$ cat src/rtl/rr_sel_arb3.sv
// rr_sel_arb3 -- round-robin owner arbiter driving the select of a 3:1 mux.
//
// Three requesters compete for one downstream 3:1 mux. An owner keeps the
// mux until it asserts done, drops its request, or has held the mux for
// MAX_HOLD cycles. When the hold limit forces the release, timeout pulses for
// one cycle. At a release the next owner is chosen at the same edge, so there
// are no dead cycles. Every output comes straight from a flop.
//
// Ports:
//   clk     in   1  clock, rising edge
//   rst_n   in   1  synchronous active-low reset
//   req     in   3  request lines, req[k] asks for mux input ik
//   done    in   1  current owner gives up the mux at the next edge
//   sel     out  2  mux select (00=i0, 01=i1, 10=i2), held while idle
//   grant   out  3  one-hot owner, 000 when idle
//   busy    out  1  OR of grant
//   timeout out  1  one-cycle pulse after a release forced by the hold limit
module rr_sel_arb3 #(
  parameter int MAX_HOLD = 8
) (
  input  logic       clk,
  input  logic       rst_n,
  input  logic [2:0] req,
  input  logic       done,
  output logic [1:0] sel,
  output logic [2:0] grant,
  output logic       busy,
  output logic       timeout
);

  localparam logic [7:0] HOLD_LAST = 8'(MAX_HOLD - 1);

  typedef enum logic {
    S_IDLE = 1'b0,
    S_OWN  = 1'b1
  } state_t;

  state_t     state_reg, state_next;
  logic [1:0] last_reg, last_next;
  logic [7:0] hold_reg, hold_next;
  logic [1:0] sel_reg, sel_next;
  logic [2:0] grant_reg, grant_next;
  logic       busy_reg, busy_next;
  logic       timeout_reg, timeout_next;

  // Candidate order for the round-robin search: offsets 1, 2, 3 from the
  // previous owner, i.e. the two other requesters first and the previous
  // owner itself last.
  logic [1:0] cand_idx [3];
  logic [2:0] cand_hit;

  genvar gi;
  generate
    for (gi = 0; gi < 3; gi++) begin : g_cand
      localparam logic [2:0] OFFSET = 3'(gi + 1);
      logic [2:0] cand_sum;
      assign cand_sum      = {1'b0, last_reg} + OFFSET;
      assign cand_idx[gi]  = (cand_sum >= 3'd3) ? 2'(cand_sum - 3'd3) : cand_sum[1:0];
      assign cand_hit[gi]  = req[cand_idx[gi]];
    end
  endgenerate

  logic       pick_valid;
  logic [1:0] pick_idx;

  always_comb begin
    pick_valid = |cand_hit;
    pick_idx   = cand_idx[2];
    if (cand_hit[1]) pick_idx = cand_idx[1];
    if (cand_hit[0]) pick_idx = cand_idx[0];
  end

  // In OWN the owner is always last_reg, since last updates on every grant.
  logic owner_req;
  logic hold_max;
  logic release_evt;
  logic forced_release;

  assign owner_req      = req[last_reg];
  assign hold_max       = (hold_reg == HOLD_LAST);
  assign release_evt    = done | ~owner_req | hold_max;
  assign forced_release = hold_max & ~done & owner_req;

  // State register (also holds the registered outputs).
  always_ff @(posedge clk) begin
    if (!rst_n) begin
      state_reg   <= S_IDLE;
      last_reg    <= 2'd2;
      hold_reg    <= 8'd0;
      sel_reg     <= 2'd0;
      grant_reg   <= 3'b000;
      busy_reg    <= 1'b0;
      timeout_reg <= 1'b0;
    end else begin
      state_reg   <= state_next;
      last_reg    <= last_next;
      hold_reg    <= hold_next;
      sel_reg     <= sel_next;
      grant_reg   <= grant_next;
      busy_reg    <= busy_next;
      timeout_reg <= timeout_next;
    end
  end

  // Next-state logic.
  always_comb begin
    state_next = state_reg;
    last_next  = last_reg;
    hold_next  = hold_reg;
    case (state_reg)
      S_IDLE: begin
        // done carries no meaning without an owner.
        if (pick_valid) begin
          state_next = S_OWN;
          last_next  = pick_idx;
          hold_next  = 8'd0;
        end
      end
      S_OWN: begin
        if (release_evt) begin
          hold_next = 8'd0;
          if (pick_valid) begin
            // Hand over (or re-grant) at the same edge.
            last_next = pick_idx;
          end else begin
            state_next = S_IDLE;
          end
        end else begin
          hold_next = hold_reg + 8'd1;
        end
      end
      default: begin
        state_next = S_IDLE;
      end
    endcase
  end

  // Output logic: values the output flops take at the next edge.
  generate
    for (gi = 0; gi < 3; gi++) begin : g_grant
      localparam logic [1:0] IDX = 2'(gi);
      assign grant_next[gi] = (state_next == S_OWN) && (last_next == IDX);
    end
  endgenerate

  always_comb begin
    sel_next     = sel_reg;
    busy_next    = (state_next == S_OWN);
    timeout_next = (state_reg == S_OWN) && forced_release;
    if (state_next == S_OWN) sel_next = last_next;
  end

  assign sel     = sel_reg;
  assign grant   = grant_reg;
  assign busy    = busy_reg;
  assign timeout = timeout_reg;

endmodule
$ cat config.mk
export PLATFORM = sky130hd
export DESIGN_NAME = rr_sel_arb3
export DESIGN_NICKNAME = d
export VERILOG_FILES = /design/src/rtl/rr_sel_arb3.sv
export SDC_FILE = /design/constraint.sdc
export NUM_CORES = 1
export LEC_CHECK = 0
export CAP_MARGIN = 10
export CORE_MARGIN = 4
export CORE_UTILIZATION = 47
export DETAILED_ROUTE_END_ITERATION = 8
export PLACE_DENSITY = 0.85
export SYNTH_ARGS = -nofsm -noshare
export SYNTH_HDL_FRONTEND = slang
export SYNTH_SLANG_ARGS = --single-unit
$ cat constraint.sdc
create_clock -name clk -period 2.4 [get_ports clk]
set_clock_uncertainty 0.2 [all_clocks]
set_input_delay 0.24 -clock clk [delete_from_list [all_inputs] [get_ports clk]]
set_output_delay 0.24 -clock clk [all_outputs]
set_load 0.02 [all_outputs]
==> impl_metrics.toml <==
[status]
status = "finished clean"

[timing]
slew_viol_final = 0
hold_slack_ns = 0.259
tns_ns = 0
timing.slew.headroom_pct = 73.9
rsz0062_at_grt = "no"
setup_violations = 0
finalHoldViolCount = 0
period_minus_slack_ns = 2.27
fmax_mhz = 440
tightest_slew_ns = 0.391
period_share_pct = 94.7

[synthesis]
ys_top_cells_by_count = "dfxtp_1 (17), nand2_1 (16), nor2_1 (11)"
synth_area_per_cell_sq_um = 7.90
synthArstFlopShare_pct = 0
syn-cell-area_sq_um = 940
syn_inst = 119
synth_seq_cells = 17
ys_warn_count = 0
ys_seq_area_share_pct = 36.2
synth_area_leaders = "dfxtp_1 (36%), nand2_1 (6.4%), ha_1 (5.3%), nor2_1 (4.4%), mux2i_1 (4.3%)"
synth_edf_count = 0
yosysMostFrequentCell = "dfxtp_1"
synth_top_cell_area_share_pct = 36.2
synth_nets = 129
synth_top_area_cell = "dfxtp_1"
ys.flop_type = "dfxtp_1"
synth_cell_types = 38

[floorplan]
ios = 13
rows = 15
die_w_um = 52.7
core_area_sq_mm = 0.00180
dieArea_sq_mm = 0.00278
die_height_um = 52.7
start_util_pct = 52.2

[setup_path]
required_ns = 2.42
cp-startpoint = "hold_reg[6]"
critPathCaptureType = "flip-flop"
arrival_ns = 2.29
r2r-start = "hold_reg[6]"
cp_max_fo = 7
crit_end = "grant[1]"
criticalPathCategory = "reg -> reg"
worstSetupStartpointType = "flip-flop"
r2r_setup_slack_ns = 0.13
rr_endpoint = "grant[1]"
reg2reg_depth = 6

[grt]
grt_pass1_wl_um = 3610
grt_start_max_net_pins = 13
track_usage_pct = 17.2
grtUsageMet1_pct = 19.0
met2_usage_pct = 31.6
grt_overflow = 0
antenna_found_initial = 0
grt_pass1_vias = 856
busiest_layer = "met2"
met3_usage_pct = 3.13

[detailed_routing]
avgViaCountPerCell = 5.59
drt_iter0_markers = 23
firstDrtPassIters = 4
detail-route-antenna-nets = 0
totalWireLength_um = 2190
drcViolationCount = 0
vias = 922
avgRoutedWirePerCell_um = 13.3

[placement]
place_inst = 158
port_buffers = 12
gp_congestion = 0.822
hpwlAfterDp_um = 1660
place_area_sq_mm = 0.00113

[layout]
drive_gt1_share_pct = 14.3
utilization_pct = 66.0
design_area_sq_mm = 0.00119
nets = 151
antenna_cells = 0
largest_register_ff_count = 8
fillers = 162
final_cells = 165
syn2layout_area_growth_pct = 26.5

[cts]
clock_sinks = 17
cts_htree_levels = 1
cts_tree = "built"
cts_root_buf = "clkbuf_4"
cts-buffers-inserted = 3
clockBufferDepth = 2
insertion_delay_ns = 0.28
clk_pin_slew_worst_paths_ns = 0.09

[power]
intPower_uw = 738
peakVddDrop_uv = 587
pwr-share-clk_pct = 11.4
p_sw_share_pct = 40.9
p_per_area_mw_per_mm2 = 1050
switching_power_uw = 510
power_frac_seq_pct = 29.2
power_leakage_uw = 0.000451
comb_power_share_pct = 59.4

[worst_hold_path]
min_path_type = "reg -> reg"

[job]
maxCapViolations = 0
[cell families after synthesis]
logic type | count (synthesis) | synth area share [%]
AOI/OAI and AO/OA | 33 | 22.6
muxes | 4 | 4.26
buffers and inverters | 10 | 4.13
adders and majority gates | 4 | 5.33
DFF | 17 | 36.2
and+or+nand+nor | 51 | 27.4
[metal layers]
metal / wire length (um) / share of wire (%)
met4: 28 / 1.3
met5: 0 / 0
met3: 93 / 4.2
met2: 1140 / 52
met1: 933 / 43
[worst min path at each step]
stage | cells after the start | to | start | slack [ns]
floorplan | 1 | hold_reg[7] | hold_reg[7] | 0.22
global placement | 1 | hold_reg[7] | hold_reg[7] | 0.24
detailed placement | 1 | hold_reg[7] | hold_reg[7] | 0.24
CTS | 1 | hold_reg[7] | hold_reg[7] | 0.26
global route | 1 | hold_reg[7] | hold_reg[7] | 0.30
finish | 1 | hold_reg[7] | hold_reg[7] | 0.26
[cells in the final DEF, fill, tap and decap left out, types with 5 or more instances in the layout]
cell type / netlist / final
a21oi_1: 7 / 6
a31oi_1: 5 / 5
buf_4: 0 / 10
clkdlybuf4s50_1: 0 / 12
dfxtp_1: 17 / 17
nand2_1: 16 / 16
nand3_1: 6 / 6
nor2_1: 11 / 11
nor2b_1: 5 / 5
o21ai_0: 7 / 7
[what timing repair did]
action                     in CTS  in global routing
setup buffers                   0                  3
hold buffers                    0                  0
setup endpoints to repair       0                  3
resized for setup               0                  2
[worst max-delay path, stage by stage (launching register included)]
cell	delay, ns
dfxtp_1	0.34
or4_1	0.50
or3_4	0.35
and2_4	0.19
or3_1	0.34
o32a_1	0.17
nor2_1	0.11
[power by group through the flow]
stage          sequential (uW)  clock (uW)  combinational, uW
6_report                   364         142                741
5_1_grt                    369         167                822
4_1_cts                    365         150                699
2_1_floorplan              414           0                431
3_3_place_gp               366           0                675
3_5_place_dp               372           0                696
[through the flow]
stage                     worst slack (ns)  total power, uW
final                                0.127             1250
after global routing               0.00978             1360
after CTS                            0.105             1210
after detailed placement             0.126             1070
after global placement               0.160             1040
after floorplan                     0.0928              845
[final cells by class]
type	instances	area, sq um	share of cell area, %
flip-flops and latches	17	340	28.6
repair buffers	22	195	16.4
multi-input cells	92	577	48.5
inverters	5	18.8	1.58
well taps	25	31.3	2.63
clock buffers	4	26.3	2.21
Note: power is estimated with default switching activity, not from simulation.
